### src/rtl/spi_flash_responder.sv
// spi_flash_responder: SPI mode-0 flash target answering READ (03), PAGE PROGRAM (02) and JEDEC ID (9F)
// Ports: clk_i/reset_i (async, active low); sck_i/ssn_i/mosi_i SPI inputs; miso_o/miso_oe_o SPI output;
// mem_req_o/mem_write_o/mem_addr_o/mem_wdata_o request to byte-wide backing memory, mem_rdata_i/mem_ready_i reply;
// busy_o while selected or a memory request is outstanding; err_o one-cycle pulse on bad opcode, underrun or overrun.
module spi_flash_responder #(
   parameter logic [23:0] JEDEC_ID    = 24'hEF4016,
   parameter int          SYNC_STAGES = 2
) (
   input  logic        clk_i,
   input  logic        reset_i,
   input  logic        sck_i,
   input  logic        ssn_i,
   input  logic        mosi_i,
   output logic        miso_o,
   output logic        miso_oe_o,
   output logic        mem_req_o,
   output logic        mem_write_o,
   output logic [23:0] mem_addr_o,
   output logic [7:0]  mem_wdata_o,
   input  logic [7:0]  mem_rdata_i,
   input  logic        mem_ready_i,
   output logic        busy_o,
   output logic        err_o
);
   typedef enum logic [2:0] {IDLE, CMD, ADDR, RD_DATA, WR_DATA, ID, IGNORE} state_t;
   logic [SYNC_STAGES-1:0] sck_sync_q, ssn_sync_q, mosi_sync_q;
   logic sck_p_q, ssn_p_q;
   state_t state_q, state_d;
   logic [2:0] bit_q, bit_d;
   logic [1:0] cnt_q, cnt_d;
   logic [7:0] sh_q, sh_d, out_q, out_d, rbuf_q, rbuf_d, mwdata_q, mwdata_d, nwdata_q, nwdata_d;
   logic [23:0] addr_q, addr_d, maddr_q, maddr_d, naddr_q, naddr_d;
   logic wrm_q, wrm_d, oe_q, oe_d, err_q, err_d, rbv_q, rbv_d, own_q, own_d;
   logic req_q, req_d, mwr_q, mwr_d, need_q, need_d, nwr_q, nwr_d;
   logic sck_s, ssn_s, mosi_s, rise, fall, ssn_fall, byte_done, load;
   logic new_req, new_wr, drop, issue_need;
   logic [7:0] byte_v;
   logic [23:0] new_addr;
   assign sck_s     = sck_sync_q[SYNC_STAGES-1];
   assign ssn_s     = ssn_sync_q[SYNC_STAGES-1];
   assign mosi_s    = mosi_sync_q[SYNC_STAGES-1];
   assign rise      = sck_s & ~sck_p_q & ~ssn_s;
   assign fall      = ~sck_s & sck_p_q & ~ssn_s;
   assign ssn_fall  = ~ssn_s & ssn_p_q;
   assign byte_done = rise & (bit_q == 3'd7);
   assign load      = fall & (bit_q == 3'd0);
   assign byte_v    = {sh_q[6:0], mosi_s};
   assign miso_o      = out_q[7];
   assign miso_oe_o   = oe_q;
   assign mem_req_o   = req_q;
   assign mem_write_o = mwr_q;
   assign mem_addr_o  = maddr_q;
   assign mem_wdata_o = mwdata_q;
   assign busy_o      = ~ssn_s | req_q;
   assign err_o       = err_q;
   always_ff @(posedge clk_i or negedge reset_i)
      if (!reset_i) begin
         sck_sync_q  <= '0;
         ssn_sync_q  <= '1;
         mosi_sync_q <= '0;
         sck_p_q     <= 1'b0;
         ssn_p_q     <= 1'b1;
      end else begin
         sck_sync_q  <= {sck_sync_q[SYNC_STAGES-2:0], sck_i};
         ssn_sync_q  <= {ssn_sync_q[SYNC_STAGES-2:0], ssn_i};
         mosi_sync_q <= {mosi_sync_q[SYNC_STAGES-2:0], mosi_i};
         sck_p_q     <= sck_s;
         ssn_p_q     <= ssn_s;
      end
   always_ff @(posedge clk_i or negedge reset_i)
      if (!reset_i) begin
         state_q <= IDLE; bit_q <= '0; cnt_q <= '0; sh_q <= '0; out_q <= '0; rbuf_q <= '0;
         addr_q <= '0; wrm_q <= 1'b0; oe_q <= 1'b0; err_q <= 1'b0; rbv_q <= 1'b0; own_q <= 1'b0;
         req_q <= 1'b0; mwr_q <= 1'b0; maddr_q <= '0; mwdata_q <= '0;
         need_q <= 1'b0; nwr_q <= 1'b0; naddr_q <= '0; nwdata_q <= '0;
      end else begin
         state_q <= state_d; bit_q <= bit_d; cnt_q <= cnt_d; sh_q <= sh_d; out_q <= out_d; rbuf_q <= rbuf_d;
         addr_q <= addr_d; wrm_q <= wrm_d; oe_q <= oe_d; err_q <= err_d; rbv_q <= rbv_d; own_q <= own_d;
         req_q <= req_d; mwr_q <= mwr_d; maddr_q <= maddr_d; mwdata_q <= mwdata_d;
         need_q <= need_d; nwr_q <= nwr_d; naddr_q <= naddr_d; nwdata_q <= nwdata_d;
      end
   always_comb begin
      state_d = state_q; bit_d = bit_q; cnt_d = cnt_q; sh_d = sh_q; out_d = out_q; rbuf_d = rbuf_q;
      addr_d = addr_q; wrm_d = wrm_q; oe_d = oe_q; err_d = 1'b0; rbv_d = rbv_q; own_d = own_q;
      req_d = req_q & ~mem_ready_i; mwr_d = mwr_q; maddr_d = maddr_q; mwdata_d = mwdata_q;
      need_d = need_q; nwr_d = nwr_q; naddr_d = naddr_q; nwdata_d = nwdata_q;
      new_req = 1'b0; new_wr = 1'b0; new_addr = addr_q; drop = 1'b0;
      // only reads issued in the current transaction (and not abandoned by an underrun) fill the buffer
      if (req_q & mem_ready_i & own_q & ~mwr_q) begin
         rbuf_d = mem_rdata_i;
         rbv_d  = 1'b1;
      end
      if (rise) begin
         bit_d = bit_q + 3'd1;
         sh_d  = byte_v;
      end
      case (state_q)
         IDLE: if (ssn_fall) state_d = CMD;
         CMD: if (byte_done) begin
            cnt_d   = 2'd0;
            wrm_d   = byte_v == 8'h02;
            state_d = (byte_v == 8'h03 || byte_v == 8'h02) ? ADDR : byte_v == 8'h9F ? ID : IGNORE;
            err_d   = !(byte_v == 8'h03 || byte_v == 8'h02 || byte_v == 8'h9F);
         end
         ADDR: if (byte_done) begin
            addr_d = {addr_q[15:0], byte_v};
            cnt_d  = cnt_q + 2'd1;
            if (cnt_q == 2'd2) begin
               state_d  = wrm_q ? WR_DATA : RD_DATA;
               cnt_d    = 2'd0;
               new_req  = ~wrm_q;
               new_addr = {addr_q[15:0], byte_v};
            end
         end
         RD_DATA: if (load) begin
            // the load point doubles as the prefetch point for the next address
            out_d    = rbv_q ? rbuf_q : 8'h00;
            err_d    = ~rbv_q;
            drop     = ~rbv_q;
            rbv_d    = 1'b0;
            oe_d     = 1'b1;
            new_req  = 1'b1;
            new_addr = addr_q + 24'd1;
            addr_d   = addr_q + 24'd1;
         end else if (fall) out_d = {out_q[6:0], 1'b0};
         WR_DATA: if (byte_done) begin
            if ((req_q & ~mem_ready_i) | need_q) err_d = 1'b1;
            else begin
               new_req = 1'b1;
               new_wr  = 1'b1;
               addr_d  = addr_q + 24'd1;
            end
         end
         ID: if (load) begin
            out_d = cnt_q == 2'd0 ? JEDEC_ID[23:16] : cnt_q == 2'd1 ? JEDEC_ID[15:8] : cnt_q == 2'd2 ? JEDEC_ID[7:0] : 8'h00;
            cnt_d = cnt_q + {1'b0, cnt_q != 2'd3};
            oe_d  = 1'b1;
         end else if (fall) out_d = {out_q[6:0], 1'b0};
         default: ;
      endcase
      // an underrun abandons the late read so its data is never mistaken for the next byte
      if (drop) begin
         need_d = 1'b0;
         own_d  = 1'b0;
      end
      // a request that finds the port busy (even completing this cycle) waits one slot in need_q
      issue_need = need_q & ~req_q & ~drop & ~ssn_s;
      if (issue_need) begin
         req_d = 1'b1; mwr_d = nwr_q; maddr_d = naddr_q; mwdata_d = nwdata_q; need_d = 1'b0; own_d = 1'b1;
      end
      if (new_req) begin
         if (req_q | issue_need) begin
            need_d = 1'b1; nwr_d = new_wr; naddr_d = new_addr; nwdata_d = byte_v;
         end else begin
            req_d = 1'b1; mwr_d = new_wr; maddr_d = new_addr; mwdata_d = byte_v; own_d = 1'b1;
         end
      end
      if (ssn_s) begin
         state_d = IDLE; bit_d = 3'd0; oe_d = 1'b0; need_d = 1'b0; own_d = 1'b0; rbv_d = 1'b0;
      end
   end
endmodule

### config.mk
export PLATFORM = sky130hd
export DESIGN_NAME = spi_flash_responder
export DESIGN_NICKNAME = d
export VERILOG_FILES = /design/src/rtl/spi_flash_responder.sv
export SDC_FILE = /design/constraint.sdc
export NUM_CORES = 1
export LEC_CHECK = 0
export ABC_AREA = 1
export BUFFER_PORTS_ARGS = -buffer_cell sky130_fd_sc_hd__buf_2
export CAP_MARGIN = 20
export CORE_UTILIZATION = 44
export DETAILED_ROUTE_END_ITERATION = 6
export GPL_ROUTABILITY_DRIVEN = 0
export GPL_TIMING_DRIVEN = 0
export PLACE_DENSITY = 0.7
export SYNTH_ARGS = -nofsm -noshare
export SYNTH_HDL_FRONTEND = slang
export SYNTH_SLANG_ARGS = --single-unit
### constraint.sdc
create_clock -name clk_i -period 3.8 [get_ports clk_i]
set_input_delay 0.19 -clock clk_i [delete_from_list [all_inputs] [get_ports clk_i]]
set_output_delay 0.19 -clock clk_i [all_outputs]
set_load 0.01 [all_outputs]
==> results of run 1 <==
-- through the flow --
stage	hold slack [ps]	total power (uW)	std cells
after floorplan	-105.6	3731	1095
after global placement	295.2	4439	1371
after detailed placement	222.9	4484	1372
after CTS	5.702	6120	1413
after global routing	18.44	6576	1413
final	6.311	6155	1413
-- registers in the layout, summed over array words and instances (netlist names), 3 cells and up --
signal       count
addr_q          24
out_q            8
sh_q             7
bit_q            3
rbuf_q           8
naddr_q         24
nwdata_q         8
state_q          3
mem_addr_o      24
mem_wdata_o      8
-- worst register-to-register path: stages (launching register included) --
cell and delay, ps:
dfstp_2 630, inv_2 140, nand3b_4 140, nor2_2 60
nand3_2 110, nand3_1 140, nor2_1 650, buf_2 360
nand2_1 140, o21ai_0 100, nor2_1 60, nor2_1 80
-- cells in the mapped netlist, drive strengths merged, types with 8 or more instances --
master and instances:
clkbuf 29, buf 24, o21ai 81, nand3 64, or2 8, dfrtp 133
nand2 416, nor2 99, a31oi 24, o211ai 8, xor2 9, a21oi 81
inv 82
-- layer usage --
metal,vias up,share of wire
met5,-,0
met4,0,0.034
met3,57,0.079
met2,326,0.47
met1,3579,0.41
li1,3698,-
-- cell families (layout without fill, tap and decap cells) --
kind of cell | after synthesis | after routing | share of synthesized area
xor gates and xnor gates | 9 | 9 | 0.01021
buffers and inverters | 135 | 228 | 0.07276
muxes | 5 | 5 | 0.007292
DFF | 136 | 136 | 0.4413
and+or+nand+nor | 601 | 601 | 0.3183
adders and majority gates | 4 | 4 | 0.006482
AOI/OAI and AO/OA | 205 | 205 | 0.1437
-- how the worst min path moves through the flow --
stage | from | to | slack, ps | cells past startpoint
2_1_floorplan | reset_i | addr_q[0] | -110 | 0
3_3_place_gp | ssn_i | ssn_sync_q[0] | 300 | 1
3_5_place_dp | reset_i | mem_addr_o[17] | 220 | 1
4_1_cts | mem_rdata_i[5] | rbuf_q[5] | 6 | 3
5_1_grt | mem_rdata_i[2] | rbuf_q[2] | 20 | 3
6_report | mem_rdata_i[5] | rbuf_q[5] | 6 | 3
-- cell type report --
| class | instances | area [um^2] | share of cell area |
|---|---|---|---|
| Clock buffer | 19 | 452.9 | 0.05057 |
| Buffer | 53 | 254.0 | 0.02836 |
| Sequential cell | 136 | 3407 | 0.3804 |
| Clock inverter | 13 | 121.4 | 0.01355 |
| Multi-Input combinational cell | 824 | 3752 | 0.4190 |
| Tap cell | 225 | 281.5 | 0.03143 |
| Timing Repair Buffer | 61 | 379.1 | 0.04233 |
| Inverter | 82 | 307.8 | 0.03437 |
-- placed cells by master (no fill, tap or decap), types with 3 or more instances in the layout --
master / Yosys / layout
o31ai_1: 3 / 3
nand2_1: 412 / 412
a31oi_1: 24 / 24
buf_1: 4 / 4
nand3_1: 62 / 62
clkbuf_1: 28 / 28
buf_2: 13 / 63
buf_4: 4 / 4
clkbuf_16: 0 / 17
inv_6: 0 / 3
nor2_2: 5 / 5
nor3_1: 3 / 3
nand4_1: 6 / 6
mux2_2: 5 / 5
a21oi_1: 81 / 81
o21ai_1: 3 / 3
or2_2: 8 / 8
buf_6: 3 / 4
ha_1: 4 / 4
o21ai_0: 78 / 78
dfrtp_1: 133 / 133
inv_2: 11 / 11
dlygate4sd3_1: 0 / 9
inv_1: 71 / 71
nor2_1: 91 / 91
nor2_4: 3 / 3
dfstp_2: 3 / 3
and2_1: 3 / 3
xor2_1: 9 / 9
nand2_2: 4 / 4
clkinvlp_4: 0 / 5
o211ai_1: 7 / 7
-- power by group through the flow --
stage / Sequential [uW] / Clock, uW / Combinational, uW
floorplan: 2150 / 0 / 1580
detailed placement: 2160 / 0 / 2330
global route: 2190 / 1700 / 2680
finish: 2140 / 1620 / 2390
CTS: 2130 / 1630 / 2350
global placement: 2150 / 0 / 2290
-- timing repair --
| item | 4_1_cts | 5_1_grt |
|---|---|---|
| hold buffers | 9 | 0 |
| hold endpoints to repair | 66 | 0 |
| resized for setup | 0 | 0 |
| setup buffers | 0 | 0 |
==> reports/metrics.yaml, run 1 <==
outcome: "finished, final reports clean"
clock_sinks: 136
clkPwrFrac: 0.263
antenna_left: 0
grt_pass1_wl_um: 37170
cpMaxStageDelayCell: "nor2_1"
vdd_drop_max_uv: 452.0
floorplan.initialDensity: 0.4480
dieWidth_um: 134.5
drive_gt1_frac: 0.1246
grt_max_degree: 76
cts_tree: "yes"
p_leak_uw: 0.004553
p_seq_frac: 0.348
min_period_over_period: 0.7034
die_h_um: 134.5
netSwitchingFraction: 0.4211
drt_iter0_markers: 691
grt.busiest_layer: "met2"
crit_arrival_ps: 3040
synth_top_area_share: 0.4310
hold_class: "input port to flip-flop"
use_met3: 0.05255
yosys.area.top_type: "dfrtp_1"
n_antenna_cell: 0
async_flop_share: 1.000
drt-vias-per-instance: 5.421
critical_path_class: "flip-flop to flip-flop"
wl_per_cell_um: 16.15
crit_path_end: "mem_write_o"
overflow: 0
cts_max_level: 4
relSlewSlack: 0.4650
drv_slew: 0
tightest_slew_ps: 799.6
required_ps: 4170
clock_latency_ps: 440
synth_ff_type: "dfrtp_1"
place_ws_ps: 1220
dr_total_vias: 7660
r2r_start: "ssn_sync_q[1]"
r2r_end: "mem_write_o"
die_area_um2: 18080
rows: 48
ys_top_cells_by_area: "dfrtp_1, nand2_1, a21oi_1"
crit_cells: 11
post-route-drc-count: 0
root_buffer: "clkbuf_16"
fillers: 1683
power_density_nw_per_um2: 687.2
track_usage: 0.2676
postLayoutCoreUtil: 0.5196
max_stage_delay_ps: 640
cp_top_family: "simple AND/OR/NAND/NOR gates"
start_kind: "flip-flop"
synth_edf_count: 0
cp_common_cell: "nor2_1"
dpl_cell_area_um2: 8292
layout_setup_ws_ps: 1127
period_minus_slack_ps: 2673
nets: 1193
crit_start: "ssn_sync_q[1]"
maxCapViolations: 0
yosys_register_bits: 136
synthesis.area_um2: 7721
max_freq_ghz: 0.3741
first_global_vias: 7265
syn_nets: 1113
switchingPower_uw: 2592
grt_antenna_before_repair: 0
io_pins: 52
wl_um: 22810
core_um2: 17240
grt_use_met2: 0.4358
path_max_fanout: 10
dp_hpwl_um: 15820
use_met1: 0.3449
cts_made_buffers: 17
fin_setup_tns_ps: 0
area_delta_synth_final_pct: 15.99
cts.path.max_buffers: 2
cp_num_buf_inv: 2
path_clk_slew_ps: 60
end_kind: "flip-flop"
yosysUniqueCellTypes: 38
synth-seq-area-share: 0.4413
postLayoutCellArea_um2: 8956
rsz0062_at_grt: "no"
synthCells: 1095
crit_chain: "inv_2 > nand3b_4 > nor2_2 > nand3_2 > nand3_1 > nor2_1 > buf_2 > nand2_1 > o21ai_0 > nor2_1 > nor2_1"
internal_power_uw: 3563
syn-mean-instance-area_um2: 7.051
finalHoldViolCount: 0
rrSetupSlack_ps: 1130
portBuffers: 51
comb_power_share: 0.389
fin_skew_ps: 8.107
yosys_warnings: 0
ff2ff_path_depth: 11
setup_viol: 0
drt-pass1-iter-count: 5
Power figures use the tool's default switching activity.
==> inputs of run 2 (changes only) <==
- ABC_AREA: 1 -> 0
- PLACE_DENSITY: 0.7 -> 0.72
- clock period: 3.8 -> 2.4 ns (I/O delays scaled with it)
==> reports/metrics.yaml, run 2 <==
antenna_left: 0  # unchanged
clock_sinks: 136  # unchanged
final_common_cell: "dfrtp_1"  # was nand2_1
path_max_fanout: 10  # unchanged
start_kind: "flip-flop"  # unchanged
area_delta_synth_final_pct: 29.36  # was 15.99%
drt-vias-per-instance: 6.706  # was 5.421
grt_max_degree: 74  # was 76
async_flop_share: 1.000  # unchanged
dpl.cell_count: 1205  # was 1372
place_ws_ps: -1240  # was 1220 ps
cp_top_family: "buffers and inverters"  # was simple AND/OR/NAND/NOR gates
nets: 1056  # was 1193
fin_setup_tns_ps: -1983  # was 0 ps
synth.most_common_cell: "dfrtp_1"  # was nand2_1
wl_um: 28900  # was 22810 um
rrSetupSlack_ps: -100  # was 1130 ps
cp_common_cell: "buf_4"  # was nor2_1
dr_total_vias: 8584  # was 7660
crit_chain: "buf_4 > buf_2 > clkbuf_2 > nor3b_2 > nand2_1 > o211ai_1 > buf_4 > o21ai_2"  # was inv_2 > nand3b_4 > nor2_2 > nand3_2 > nand3_1 > nor2_1 > buf_2 > nand2_1 > o21ai_0 > nor2_1 > nor2_1
whs_ps: 246.8  # was 6.311 ps
synth_edf_count: 0  # unchanged
synthesis.area_um2: 8255  # was 7721 um^2
rsz0062_at_grt: "yes"  # was no
relSlewSlack: 0.5144  # was 0.4650
io_pins: 52  # unchanged
layout_setup_ws_ps: -104.1  # was 1127 ps
drt-pass1-iter-count: 7  # was 5
min_period_over_period: 1.043  # was 0.7034
yosysUniqueCellTypes: 79  # was 38
hold_class: "input port to asynchronous set/reset pin"  # was input port to flip-flop
maxCapViolations: 0  # unchanged
yosys.area_share.simple: 0.1908  # was 0.3183
end_kind: "flip-flop"  # unchanged
ys_top_cells_by_area: "dfrtp_1, mux2_2, nand2_1"  # was dfrtp_1, nand2_1, a21oi_1
floorplan.initialDensity: 0.4549  # was 0.4480
finalHoldViolCount: 0  # unchanged
tightest_slew_ps: 728.4  # was 799.6 ps
outcome: "finished, violations left"  # was finished, final reports clean
portBuffers: 51  # unchanged
ff2ff_path_depth: 8  # was 11
yosys.area.top_type: "dfrtp_1"  # unchanged
synth_compound_area_frac: 0.2448  # was 0.1437
yosys_register_bits: 136  # unchanged
clock_latency_ps: 430  # was 440 ps
dieWidth_um: 139.0  # was 134.5 um
cts_tree: "yes"  # unchanged
postLayoutCellArea_um2: 10680  # was 8956 um^2
die_h_um: 139.0  # was 134.5 um
cts.path.max_buffers: 2  # unchanged
power_density_nw_per_um2: 1074  # was 687.2 nW/um^2
setup_viol: 26  # was 0
first_global_vias: 7870  # was 7265
drive_gt1_frac: 0.3302  # was 0.1246
yosys.area_share.adder: 0.007275  # was 0.006482
vdd_drop_max_uv: 650.6  # was 452.0 uV
fin_skew_ps: 9.363  # was 8.107 ps
overflow: 0  # unchanged
synth-seq-area-share: 0.4127  # was 0.4413
period_minus_slack_ps: 2504  # was 2673 ps
dpl_cell_area_um2: 8831  # was 8292 um^2
dp_hpwl_um: 18480  # was 15820 um
cts_max_level: 4  # unchanged
required_ps: 2720  # was 4170 ps
final_cell_mix: "dfrtp_1, nand2_1, o21ai_0"  # was nand2_1, dfrtp_1, nor2_1
crit_arrival_ps: 2820  # was 3040 ps
synth_commonest_cells: "dfrtp_1, nand2_1, o21ai_0"  # was nand2_1, dfrtp_1, nor2_1
wl_per_cell_um: 22.58  # was 16.15 um
grt_antenna_before_repair: 0  # unchanged
track_usage: 0.2959  # was 0.2676
cp_num_buf_inv: 4  # was 2
synthCells: 924  # was 1095
cpMaxStageDelayCell: "nor3b_2"  # was nor2_1
cts_made_buffers: 17  # unchanged
drt_iter0_markers: 1529  # was 691
r2r_start: "state_q[0]"  # was ssn_sync_q[1]
synth_top_family_by_area: "compound AO/OA/AOI/OAI gates"  # was simple AND/OR/NAND/NOR gates
post-route-drc-count: 11  # was 0
synthMuxAreaShare: 0.08381  # was 0.007292
fillers: 1497  # was 1683
syn_nets: 942  # was 1113
max_stage_delay_ps: 550  # was 640 ps
yosys_warnings: 0  # unchanged
synth_ff_type: "dfrtp_1"  # unchanged
path_clk_slew_ps: 60  # about the same
n_antenna_cell: 0  # unchanged
syn-mean-instance-area_um2: 8.934  # was 7.051 um^2
violations: "design-rule violations, negative setup slack"
fin_cells: 1280  # was 1413
critical_path_class: "flip-flop to flip-flop"  # unchanged
grt_pass1_wl_um: 44240  # was 37170 um
synth_top_area_share: 0.4032  # was 0.4310
root_buffer: "clkbuf_16"  # unchanged
drv_slew: 0  # unchanged
die_area_um2: 19310  # was 18080 um^2
synth_xor_area_frac: 0.008487  # was 0.01021
r2r_end: "mem_addr_o[8]"  # was mem_write_o
max_freq_ghz: 0.3993  # was 0.3741 GHz
rows: 49  # was 48
p_leak_uw: 0.004321  # was 0.004553 uW
core_um2: 18150  # was 17240 um^2
==> run 2: changes by cell type after synthesis, moves of 14 or more <==
cell,before,now
a21oi_1,81,55
mux2i_1,0,14
nor2_1,91,41
nand2_1,412,107
mux2_2,5,49
inv_1,71,10
nor3_1,3,33
o21ai_2,0,17
clkbuf_1,28,76
nand3_1,62,24
==> run 2: where the power goes <==
group	internal, uW	switching, uW
clock	1780	1080
sequential	2840	620
combinational	1990	3160
total	6610	4860
==> run 2: worst register-to-register path: stages, from the launching register on <==
cell and delay (ps):
dfrtp_1 410, buf_4 150, buf_2 190, clkbuf_2 260
nor3b_2 550, nand2_1 140, o211ai_1 450, buf_4 200
o21ai_2 40
==> run 2: per-stage QoR <==
step,utilization,total power (uW)
3_3_place_gp,0.4848,7514
3_5_place_dp,0.4866,7572
5_1_grt,0.5885,11920
4_1_cts,0.5657,10840
6_report,0.5885,11470
2_1_floorplan,-,6150
==> run 2: logic make-up after synthesis <==
group,after synthesis
buffers and inverters,103
flip-flops,136
adder cells (fa/ha/maj),5
multiplexers,63
XOR/XNOR,8
AND/OR/NAND/NOR,306
AO/OA/AOI/OAI,303
==> run 2: final cells by class <==
class / count / area, um^2 / share of cell area
Clock inverter: 13 / 193.9 / 0.01816
Timing Repair Buffer: 108 / 774.5 / 0.07252
Inverter: 10 / 37.54 / 0.003515
Tap cell: 229 / 286.5 / 0.02683
Multi-Input combinational cell: 685 / 5025 / 0.4705
Clock buffer: 19 / 442.9 / 0.04148
Buffer: 80 / 504.2 / 0.04722
Sequential cell: 136 / 3415 / 0.3197
==> run 2: what timing repair did <==
item                       CTS  global route
cloned                       2             1
hold endpoints to repair    75             0
resized for setup          141           102
pin swaps                   14            19
buffers inserted            18            23
hold buffers                13             0
setup endpoints to repair  103           102
==> run 2: worst max path at each step <==
stage	start	to	slack, ps	cells past startpoint
CTS	state_q[0]	mem_addr_o[7]	-80	9
floorplan	bit_q[0]	naddr_q[19]	40	9
global route	bit_q[0]	mem_addr_o[7]	-130	10
finish	state_q[0]	mem_addr_o[8]	-100	8
global placement	bit_q[0]	naddr_q[2]	-1190	9
detailed placement	bit_q[0]	naddr_q[1]	-1240	9
==> run 2: routing by layer <==
layer | track usage | up-vias | share of wire
met5 | 0 | - | 0
met1 | 0.3872 | 4066 | 0.39
met4 | 0.1561 | 0 | 0.063
met2 | 0.4423 | 613 | 0.43
met3 | 0.08633 | 201 | 0.12
li1 | - | 3704 | -
